<file path="config.mk">
export PLATFORM = sky130hd
export DESIGN_NAME = mc_control_64
export DESIGN_NICKNAME = d
export VERILOG_FILES = /design/src/rtl/ctrl_pkg.sv /design/src/rtl/alu_op_decode.sv /design/src/rtl/mc_control_64.sv
export SDC_FILE = /design/constraint.sdc
export NUM_CORES = 1
export LEC_CHECK = 0
export CORE_MARGIN = 1.5
export CORE_UTILIZATION = 37
export DETAILED_ROUTE_END_ITERATION = 10
export PLACE_DENSITY = 0.73
export SETUP_SLACK_MARGIN = 0.2
export SLEW_MARGIN = 5
export SYNTH_ARGS = -nofsm -noshare
export SYNTH_HDL_FRONTEND = slang
export SYNTH_SLANG_ARGS = --single-unit
</file>
<file path="constraint.sdc">
create_clock -name clk -period 1.4 [get_ports clk]
set_input_delay 0.14 -clock clk [delete_from_list [all_inputs] [get_ports clk]]
set_output_delay 0.14 -clock clk [all_outputs]
set_load 0.1 [all_outputs]
</file>
<file path="src/rtl/ctrl_pkg.sv">
// Shared definitions for the multi-cycle RV64-subset controller: FSM states,
// instruction classes, opcode constants, ALU op codes and operand-B selects.
package ctrl_pkg;

    localparam int unsigned OPW  = 4;
    localparam int unsigned SELW = 2;

    typedef enum logic [2:0] {
        S_FETCH,
        S_DECODE,
        S_EXEC,
        S_MEM,
        S_WB
    } state_e;

    typedef enum logic [2:0] {
        CLS_R,
        CLS_I,
        CLS_LD,
        CLS_SD,
        CLS_BEQ,
        CLS_BNE
    } instr_cls_e;

    localparam logic [6:0] OP_R  = 7'b0110011;
    localparam logic [6:0] OP_I  = 7'b0010011;
    localparam logic [6:0] OP_LD = 7'b0000011;
    localparam logic [6:0] OP_SD = 7'b0100011;
    localparam logic [6:0] OP_BR = 7'b1100011;

    localparam logic [OPW-1:0] ALU_AND = 4'b0000;
    localparam logic [OPW-1:0] ALU_OR  = 4'b0001;
    localparam logic [OPW-1:0] ALU_ADD = 4'b0010;
    localparam logic [OPW-1:0] ALU_SUB = 4'b0110;
    // Reserved: the decoder never produces NOR.
    localparam logic [OPW-1:0] ALU_NOR = 4'b1100;

    localparam logic [SELW-1:0] SRCB_RS2  = 2'b00;
    localparam logic [SELW-1:0] SRCB_FOUR = 2'b01;
    localparam logic [SELW-1:0] SRCB_IMM  = 2'b10;

endpackage

</file>
<file path="src/rtl/alu_op_decode.sv">
// Combinational decode of {opcode, funct3, funct7_b5} into ALU op code,
// instruction class and an illegal flag.
// Optional feature: BNE_SUPPORT_EN decodes branch funct3=001 as BNE.
module alu_op_decode
    import ctrl_pkg::*;
(
    input  logic [6:0]     opcode_i,
    input  logic [2:0]     funct3_i,
    input  logic           funct7_b5_i,
    output logic [OPW-1:0] alu_op_o,
    output instr_cls_e     cls_o,
    output logic           illegal_o
);

    // Opcode/funct lookup; anything not matched is flagged illegal.
    always_comb begin
        alu_op_o  = ALU_ADD;
        cls_o     = CLS_R;
        illegal_o = 1'b0;
        case (opcode_i)
            OP_R, OP_I: begin
                cls_o = (opcode_i == OP_R) ? CLS_R : CLS_I;
                case (funct3_i)
                    3'b000:  alu_op_o = (opcode_i == OP_R && funct7_b5_i) ? ALU_SUB : ALU_ADD;
                    3'b111:  alu_op_o = ALU_AND;
                    3'b110:  alu_op_o = ALU_OR;
                    default: illegal_o = 1'b1;
                endcase
            end
            OP_LD: cls_o = CLS_LD;
            OP_SD: cls_o = CLS_SD;
            OP_BR: begin
                alu_op_o = ALU_SUB;
                cls_o    = CLS_BEQ;
                case (funct3_i)
                    3'b000:  cls_o = CLS_BEQ;
`ifdef BNE_SUPPORT_EN
                    3'b001:  cls_o = CLS_BNE;
`endif
                    default: illegal_o = 1'b1;
                endcase
            end
            default: illegal_o = 1'b1;
        endcase
    end

endmodule

</file>
<file path="src/rtl/mc_control_64.sv">
// Multi-cycle control FSM (FETCH/DECODE/EXEC/MEM/WB) for the 64-bit ALU
// datapath; drives datapath enables, ALU op code and the memory handshake.
// Optional feature: BNE_SUPPORT_EN adds BNE (branch funct3=001).
module mc_control_64
    import ctrl_pkg::*;
(
    input  logic             clk,
    input  logic             rst_n,
    input  logic [6:0]       opcode,
    input  logic [2:0]       funct3,
    input  logic             funct7_b5,
    input  logic             alu_zero,
    input  logic             mem_ready,
    output logic             mem_req,
    output logic             mem_we,
    output logic             iord,
    output logic             ir_write,
    output logic             pc_write,
    output logic             pc_src,
    output logic [OPW-1:0]   alu_op,
    output logic             alu_src_a,
    output logic [SELW-1:0]  alu_src_b,
    output logic             reg_write,
    output logic             mem_to_reg,
    output logic             illegal
);

    state_e         state_q,  state_d;
    instr_cls_e     cls_q,    cls_d;
    logic [OPW-1:0] alu_op_q, alu_op_d;

    logic [OPW-1:0] dec_op;
    instr_cls_e     dec_cls;
    logic           dec_illegal;

    alu_op_decode u_decode (
        .opcode_i    (opcode),
        .funct3_i    (funct3),
        .funct7_b5_i (funct7_b5),
        .alu_op_o    (dec_op),
        .cls_o       (dec_cls),
        .illegal_o   (dec_illegal)
    );

    // State, latched instruction class and latched ALU op.
    always_ff @(posedge clk or negedge rst_n) begin
        if (!rst_n) begin
            state_q  <= S_FETCH;
            cls_q    <= CLS_R;
            alu_op_q <= ALU_ADD;
        end else begin
            state_q  <= state_d;
            cls_q    <= cls_d;
            alu_op_q <= alu_op_d;
        end
    end

    // Next-state and control decode; outputs forced low while in reset so a
    // pending memory request is dropped at once.
    always_comb begin
        state_d    = state_q;
        cls_d      = cls_q;
        alu_op_d   = alu_op_q;
        mem_req    = 1'b0;
        mem_we     = 1'b0;
        iord       = 1'b0;
        ir_write   = 1'b0;
        pc_write   = 1'b0;
        pc_src     = 1'b0;
        alu_src_a  = 1'b0;
        alu_src_b  = SRCB_RS2;
        reg_write  = 1'b0;
        mem_to_reg = 1'b0;
        illegal    = 1'b0;
        case (state_q)
            S_FETCH: begin
                mem_req   = 1'b1;
                alu_src_b = SRCB_FOUR;
                if (mem_ready) begin
                    ir_write = 1'b1;
                    pc_write = 1'b1;
                    state_d  = S_DECODE;
                end
            end
            S_DECODE: begin
                if (dec_illegal) begin
                    illegal = 1'b1;
                    state_d = S_FETCH;
                end else begin
                    alu_op_d = dec_op;
                    cls_d    = dec_cls;
                    state_d  = S_EXEC;
                end
            end
            S_EXEC: begin
                alu_src_a = 1'b1;
                case (cls_q)
                    CLS_R: begin
                        alu_src_b = SRCB_RS2;
                        state_d   = S_WB;
                    end
                    CLS_I: begin
                        alu_src_b = SRCB_IMM;
                        state_d   = S_WB;
                    end
                    CLS_LD, CLS_SD: begin
                        alu_src_b = SRCB_IMM;
                        state_d   = S_MEM;
                    end
                    CLS_BEQ: begin
                        pc_write = alu_zero;
                        pc_src   = 1'b1;
                        state_d  = S_FETCH;
                    end
`ifdef BNE_SUPPORT_EN
                    CLS_BNE: begin
                        pc_write = ~alu_zero;
                        pc_src   = 1'b1;
                        state_d  = S_FETCH;
                    end
`endif
                    default: state_d = S_FETCH;
                endcase
            end
            S_MEM: begin
                mem_req = 1'b1;
                iord    = 1'b1;
                mem_we  = (cls_q == CLS_SD);
                if (mem_ready) begin
                    state_d = (cls_q == CLS_SD) ? S_FETCH : S_WB;
                end
            end
            S_WB: begin
                reg_write  = 1'b1;
                mem_to_reg = (cls_q == CLS_LD);
                state_d    = S_FETCH;
            end
            default: state_d = S_FETCH;
        endcase

        // FETCH always computes PC+4; other states present the latched op.
        alu_op = (state_q == S_FETCH) ? ALU_ADD : alu_op_q;

        if (!rst_n) begin
            mem_req    = 1'b0;
            mem_we     = 1'b0;
            iord       = 1'b0;
            ir_write   = 1'b0;
            pc_write   = 1'b0;
            pc_src     = 1'b0;
            alu_src_a  = 1'b0;
            alu_src_b  = SRCB_RS2;
            reg_write  = 1'b0;
            mem_to_reg = 1'b0;
            illegal    = 1'b0;
            alu_op     = ALU_ADD;
        end
    end

endmodule

</file>
==> summary.txt, run 1 <==
Clock network
  – Clock sink total: 9
  – Num CTS Buffers: 3
  – Clock buffer depth: 2
  – TritonCTS clock tree: built
  – Clk root buf: clkbuf_4
  – Clock Pin Slew Worst Setup and Hold Paths: 0.06 ns
  – Htree depth: 1
  – Worst-skew pair later-pin latency: 0.28 ns

STA
  – Final hold violations: 0
  – Minimum clock period: 1.73 ns
  – Fmax: 577 MHz
  – Final period util: 124%
  – Setup_tns: -4.64 ns
  – # setup viols final: 21
  – RSZ-0062 raised after global routing: true
  – Max-slew violation count: 0
  – Clk_skew: 0.00289 ns
  – Final worst slack: -0.335 ns

Detailed routing
  – Routed WL: 3490 microns
  – Starting DRT DRC Count: 18
  – Detail Route Antenna Nets: 0
  – Routed wire per std cell: 20.9 microns
  – DRC viols: 0
  – Routed vias/inst: 5.58
  – Via count: 932
  – DR pass1 iterations: 4

Status
  – Status: finished with violations
  – Failing checks: setup timing

Worst setup path
  – Max incr delay on CP: 0.47 ns
  – CP Capture Type: output pin
  – Critical Path, Cell by Cell: buf_6, nor3_4, nor3b_4, buf_12
  – Top cell family by delay on the critical path: simple AND/OR/NAND/NOR gates
  – Critical path class: flip-flop to output pin
  – Critical path's slowest cell: dfrtp_2
  – RR Startpoint: state_q[1]
  – Start point of the critical path: state_q[1]
  – Arrival @ worst endpoint: 1.59 ns
  – CP startpoint kind: flip-flop
  – WP buf/inv: 2
  – CP Data Required Time: 1.26 ns
  – CP Max Fanout: 6

Place
  – Post-DP HPWL: 1880 microns
  – Gp weighted congestion: 0.806
  – Placement Setup Slack: -0.607 ns
  – PortBufs: 29
  – Dpl cells: 148

Synth
  – Synth Register Bits: 9
  – XOR/XNOR Fraction of Synth Area: 1.21%
  – Post-synthesis adder-cell area fraction: 0%
  – Mux contribution to synthesized area: 12.5%
  – Ranking of synthesized cells by area: dfrtp_1, mux2_4, nand2b_1, nor2_1, dfstp_2
  – Largest family of logic cells by synthesized area: simple AND/OR/NAND/NOR gates
  – Synthesized Nets: 89
  – Simple-gate share of the synthesized area: 37.9%
  – Post-Syn Area per Cell: 9.77 sq um
  – Post-synth cell types: 32
  – Share of the synthesized area in the top cell type: 27.7%
  – Post-Syn Area: 723 sq um
  – Synth area leader: dfrtp_1
  – Synth warnings: 0
  – Post-Synthesis Cells: 74
  – Register area share after synthesis: 31.3%
  – Synth Area in Compound Gates: 11.9%

Power
  – Pleak: 0.000721 uW
  – Clk pwr share: 24.2%
  – Gate power share: 44.3%
  – Internal power: 580 uW
  – Pwr/cell area: 545 nW/um^2
  – Sw power: 332 uW
  – Switching share of power: 36.4%
  – Maximum vdd drop: 0.000650 V
  – Flop pwr share: 31.5%

Layout
  – Finished Layout Cells: 167
  – Footprint of the multi-input gates: 602 sq um
  – Area added between synthesis and finish: 131%
  – Most common cell after layout, fill and taps aside: buf_4
  – Nets@finish: 158
  – Share of cells above drive strength 1: 68.3%
  – Most frequent cells in the layout: buf_4, buf_6, buf_12
  – Reg area: 230 sq um
  – # diodes: 0
  – Util after Layout: 93.8%
  – Fill cell count: 46

GRT
  – Vias in the first global route: 964
  – Initial antenna violation count: 0
  – All-Layer GR Usage: 31.1%
  – Largest net degree at the start of global routing: 12
  – Overflow after GRT: 0
  – First-pass GRT wire length: 4440 microns

Die
  – Boundary Pins: 31
  – Die Wd: 47.2 microns
  – Die area: 2230 sq um
  – Die Y: 47.2 microns
  – Site Rows: 15
  – Starting Density: 40.6%
  – Core box area: 1780 sq um

Run
  – Max Cap Viol: 0

Hold path
  – Hold Crit Class: primary input to async pin
==> power by group through the flow <==
| stage | Combinational [uW] | Clock, uW | Sequential [uW] |
|---|---|---|---|
| floorplan | 203 | 0 | 286 |
| global route | 416 | 232 | 289 |
| detailed placement | 348 | 0 | 290 |
| global placement | 339 | 0 | 289 |
| CTS | 373 | 206 | 286 |
| finish | 404 | 220 | 287 |
==> routing by layer <==
| layer | track usage [%] | vias up | share of wire, % |
|---|---|---|---|
| li1 | - | 403 | - |
| met1 | 28.0 | 444 | 35 |
| met2 | 59.2 | 61 | 55 |
| met3 | 9.62 | 24 | 5.2 |
| met4 | 19.4 | 0 | 5.0 |
| met5 | 0 | - | 0 |
==> kinds of logic after synthesis <==
group / count (synthesis)
and+or+nand+nor: 43
AOI/OAI and AO/OA: 10
DFF: 9
muxes: 6
buffers and inverters: 4
xor gates and xnor gates: 1
other: 1
==> flip-flops by register name, indices dropped and copies added, names as in the netlist <==
| signal | flops |
|---|---|
| state_q | 3 |
| cls_q | 3 |
| alu_op_q | 3 |
==> worst paths after layout <==
kind,endpoint,slack [ns],cells past startpoint
worst min-delay path,state_q[1],0.08,2
worst min register to register,alu_op_q[0],0.53,1
max in group asynchronous,alu_op_q[1],1.11,2
worst max-delay path,mem_to_reg,-0.33,4
min in group clk,alu_op_q[0],0.37,4
worst max register to register,cls_q[2],-0.17,5
==> synthesized netlist by cell type <==
| library cell | n |
|---|---|
| dfrtp_1 | 8 |
| nand2_1 | 5 |
| a21o_1 | 1 |
| and4bb_2 | 1 |
| nor2_1 | 8 |
| or3_2 | 1 |
| and2_1 | 3 |
| a21oi_1 | 2 |
| o221a_2 | 1 |
| nand2b_1 | 6 |
| nand4b_1 | 3 |
| nand3b_1 | 1 |
| nor3b_1 | 1 |
| o21ai_0 | 2 |
| and3_1 | 2 |
| xnor2_1 | 1 |
| mux2_4 | 6 |
| o211ai_4 | 1 |
| inv_1 | 1 |
| or4b_1 | 2 |
| buf_4 | 1 |
| nor3b_4 | 1 |
| buf_6 | 2 |
| dfstp_2 | 1 |
| a21oi_2 | 2 |
| conb_1 | 1 |
| o31a_1 | 1 |
| nand4bb_1 | 1 |
| or2b_1 | 1 |
| nor2b_1 | 1 |
| nor3_1 | 5 |
| nor4_1 | 1 |
==> worst reg2reg max path: cells and delay by family, from the launching register on <==
kind | cells | cell delay (ns)
AO/OA/AOI/OAI | 1 | 0.14
buffers and inverters | 2 | 0.30
flip-flops | 1 | 0.47
multiplexers | 1 | 0.33
AND/OR/NAND/NOR | 1 | 0.20
==> per-stage QoR <==
step / instance area [sq um] / total power, uW / hold slack [ns]
floorplan: 842 / 489 / -0.156
global placement: 1460 / 628 / 0.502
detailed placement: 1460 / 638 / 0.508
CTS: 1610 / 865 / 0.0708
global route: 1670 / 937 / 0.0932
finish: 1670 / 911 / 0.0768
==> layout make-up <==
class	count	share of cell area (%)
flip-flops and latches	9	13.8
repair buffers	67	46.3
inverters	1	0.449
well taps	25	1.87
multi-input cells	61	36.0
clock buffers	4	1.57
==> timing repair <==
item / in CTS / in global routing
hold buffers: 0 / 0
endpoints found under the setup margin: 22 / 24
pin swaps: 13 / 7
endpoints found under the hold margin: 0 / 0
resized for setup: 39 / 6
setup buffers: 9 / 6
(Power assumes the default switching activity.)
==> run 2: changes to the inputs <==
CORE_MARGIN = 2   (was 1.5)
HOLD_SLACK_MARGIN = 0.03   (was unset)
==> run 2 against run 1 <==
  * The flow now stops in 5_1_grt
  * Area after synthesis did not move
  * Synthesized cell count did not move
==> summary.txt, run 2 <==
Status
  – Status: did not finish (was finished with violations)
  – Fail Step: 5_1_grt
  – Run Error: [ERROR DPL-0033] detailed placement checks failed during check placement.

Clock network
  – Htree depth: 1 (unchanged)
  – Num CTS Buffers: 3 (unchanged)
  – Clk root buf: clkbuf_4 (unchanged)
  – Clock sink total: 9 (unchanged)
  – Post-CTS Hold Fix Bufs: 0 (unchanged)
  – Clock buffer depth: 2 (unchanged)

Synth
  – Synthesized Nets: 89 (unchanged)
  – Synth Register Bits: 9 (unchanged)
  – Ranking of synthesized cells by area: dfrtp_1, mux2_4, nand2b_1, nor2_1, dfstp_2 (unchanged)
  – Post-Syn Area per Cell: 9.77 sq um (unchanged)
  – Post-synth EDFFs: 0 (unchanged)
  – Post-synth cell types: 32 (unchanged)
  – Post-Syn Area: 723 sq um (unchanged)
  – Post-synth top cells: dfrtp_1, nor2_1, mux2_4, nand2b_1 (unchanged)
  – Post-Synthesis Cells: 74 (unchanged)
  – Register area share after synthesis: 31.3% (unchanged)
  – Synth async-reset ratio: 100% (unchanged)
  – Synth area leader: dfrtp_1 (unchanged)
  – Share of the synthesized area in the top cell type: 27.7% (unchanged)
  – Primary FF master, synth: dfrtp_1 (unchanged)
  – Synth warnings: 0 (unchanged)

Place
  – Placement Setup Slack: -0.554 ns (was -0.607 ns)
  – Placed instance area: 1470 sq um (was 1460 sq um)
  – Post-DP HPWL: 1790 microns (was 1880 microns)
  – Gp weighted congestion: 0.816 (was 0.806)
  – PortBufs: 29 (unchanged)

Die
  – Starting Density: 40.6% (unchanged)
  – Boundary Pins: 31 (unchanged)
  – Die Y: 48.2 microns (was 47.2 microns)
  – Die Wd: 48.2 microns (was 47.2 microns)
  – Site Rows: 15 (unchanged)

STA
  – Category of the worst endpoint: primary output
  – GRT worst endpoint: pc_write

GRT
  – Largest net degree at the start of global routing: 12
  – Initial antenna violation count: 0
run 2: cell families after synthesis:
group	Yosys count	synth area share (%)
DFF	9	31.3
muxes	6	12.5
buffers and inverters	4	4.67
other	1	0.519
and+or+nand+nor	43	37.9
xor gates and xnor gates	1	1.21
AOI/OAI and AO/OA	10	11.9
run 2: timing repair:
item | CTS
pin swaps | 9
setup endpoints to repair | 22
buffers inserted | 13
gates resized for setup | 24
run 2: per-stage QoR:
stage / hold WS [ns] / std cells
4_1_cts: 0.0717 / 167
3_3_place_gp: 0.502 / 150
3_5_place_dp: 0.504 / 150
2_1_floorplan: -0.156 / 74
==> run 3: changes to the inputs <==
CORE_AREA = 2 2 63 65   (was unset)
CORE_MARGIN = unset   (was 2)
CORE_UTILIZATION = unset   (was 37)
DIE_AREA = 0 0 65 67   (was unset)
HOLD_SLACK_MARGIN = unset   (was 0.03)
PLACE_DENSITY = unset   (was 0.73)
PLACE_DENSITY_LB_ADDON = 0.15   (was unset)
SETUP_SLACK_MARGIN = unset   (was 0.2)
clock period = 1.82 ns   (was 1.4 ns; I/O delays follow)
==> run 3 against run 2 <==
  * The run now ends clean
==> summary.txt, run 3 (same netlist as run 1, synthesis figures left out) <==
Layout
  – Share of cells above drive strength 1: 52.1%
  – Most frequent cells in the layout: buf_12, buf_4, clkdlybuf4s50_1
  – Nets@finish: 135
  – Finished Layout Cells: 167
  – Final non-filler cell area: 1460 sq um
  – Biggest regs: alu_op_q (3), cls_q (3), state_q (3)
  – # diodes: 0
  – Area added between synthesis and finish: 101%

Clock network
  – Clk root buf: clkbuf_8 (was clkbuf_4)
  – Clock sink total: 9 (unchanged)
  – Clock Pin Slew Worst Setup and Hold Paths: 0.05 ns
  – Htree depth: 1 (unchanged)
  – TritonCTS clock tree: built
  – Clock buffer depth: 2 (unchanged)
  – Worst-skew pair later-pin latency: 0.23 ns
  – Num CTS Buffers: 3 (unchanged)

Detailed routing
  – DR pass1 iterations: 4
  – Routed wire per std cell: 10.8 microns
  – Detail Route Antenna Nets: 0
  – Routed vias/inst: 4.29
  – Starting DRT DRC Count: 14
  – DRC viols: 0
  – Via count: 716
  – Routed WL: 1810 microns

GRT
  – Vias in the first global route: 711
  – Initial antenna violation count: 0
  – Largest net degree at the start of global routing: 9
  – All-Layer GR Usage: 9.48%
  – Overflow after GRT: 0
  – First-pass GRT wire length: 3080 microns

Power
  – Maximum vdd drop: 0.000177 V
  – Pleak: 0.000599 uW
  – Pwr/cell area: 483 nW/um^2

Place
  – Gp weighted congestion: 0.746 (was 0.816)
  – Post-DP HPWL: 1540 microns (was 1790 microns)
  – PortBufs: 29 (unchanged)
  – Dpl cells: 161 (was 150)
  – Placed instance area: 1380 sq um (was 1470 sq um)

Die
  – Starting Density: 20.1% (was 40.6%)
  – Die Wd: 65 microns (was 48.2 microns)
  – Die area: 4360 sq um
  – Core box area: 3610 sq um
  – Boundary Pins: 31 (unchanged)
  – Site Rows: 22 (was 15)
  – Die Y: 67 microns (was 48.2 microns)

STA
  – Minimum clock period: 1.73 ns
  – RSZ-0062 raised after global routing: false
  – # setup viols final: 0
  – Max-slew violation count: 0
  – Clk_skew: 0.000271 ns
  – Final period util: 95.2%
  – Fmax: 577 MHz
  – Final hold violations: 0

Worst setup path
  – CP startpoint kind: primary input
  – Critical path class: primary input to output pin
  – R2R Path End: cls_q[0]
  – Worst Reg-to-Reg Cells: 3
  – RR Startpoint: state_q[0]
  – CP Data Required Time: 1.64 ns
  – Worst reg2reg setup slack: 0.46 ns
  – CP Capture Type: output pin
  – Arrival @ worst endpoint: 1.55 ns
  – CP Max Fanout: 3

Status
  – Status: complete, no violations (was did not finish)

Run
  – Max Cap Viol: 0

Hold path
  – Hold Crit Class: primary input to async pin
-- run 3: timing repair --
action	4_1_cts	5_1_grt
hold buffers	0	0
resized for setup	8	1
buffers inserted	2	0
setup endpoints to repair	2	1
pin swaps	4	0
-- run 3: how the worst max path moves through the flow --
| stage | cells past startpoint | start | slack, ns | end |
|---|---|---|---|---|
| 2_1_floorplan | 3 | state_q[1] | -0.66 | mem_to_reg |
| 3_3_place_gp | 6 | funct3[0] | -0.19 | illegal |
| 5_1_grt | 4 | state_q[1] | 0.03 | mem_we |
| 4_1_cts | 5 | state_q[0] | 0.04 | pc_write |
| 3_5_place_dp | 6 | funct3[0] | -0.22 | illegal |
| 6_report | 6 | funct3[1] | 0.09 | illegal |
-- run 3: power breakdown --
group	switching, uW	internal (uW)
logic	136	113
clock network	79.4	153
registers	8.25	213
-- run 3: layer usage --
metal	GRT usage (%)	up-vias	wire length (microns)
met2	15.3	26	886
met5	0	-	0
li1	-	357	-
met3	3.21	4	118
met4	5.59	0	35
met1	10.8	329	771
-- run 3: per-stage QoR --
step	setup WS [ns]	TNS (ns)	power (uW)	utilization (%)	hold WS [ns]
floorplan	-0.658	-2.16	368	-	-0.114
global placement	-0.190	-1.11	470	38.4	0.490
detailed placement	-0.218	-1.29	471	38.4	0.499
CTS	0.0384	0	709	40.3	0.179
global route	0.0275	0	736	40.4	0.223
finish	0.0879	0	702	40.4	0.166
-- run 3: area by class of cell --
class                   count  area [sq um]
fillers                   355          2150
clock buffers               4          45.0
multi-input cells          61           572
flip-flops and latches      9           228
well taps                  48          60.1
repair buffers             44           547
inverters                   1          3.75
-- run 3: critical path: stages --
cell           delay [ns]
dlygate4sd2_1        0.25
or4b_4               0.53
a21oi_2              0.14
o21ai_0              0.08
and3_1               0.19
buf_12               0.18
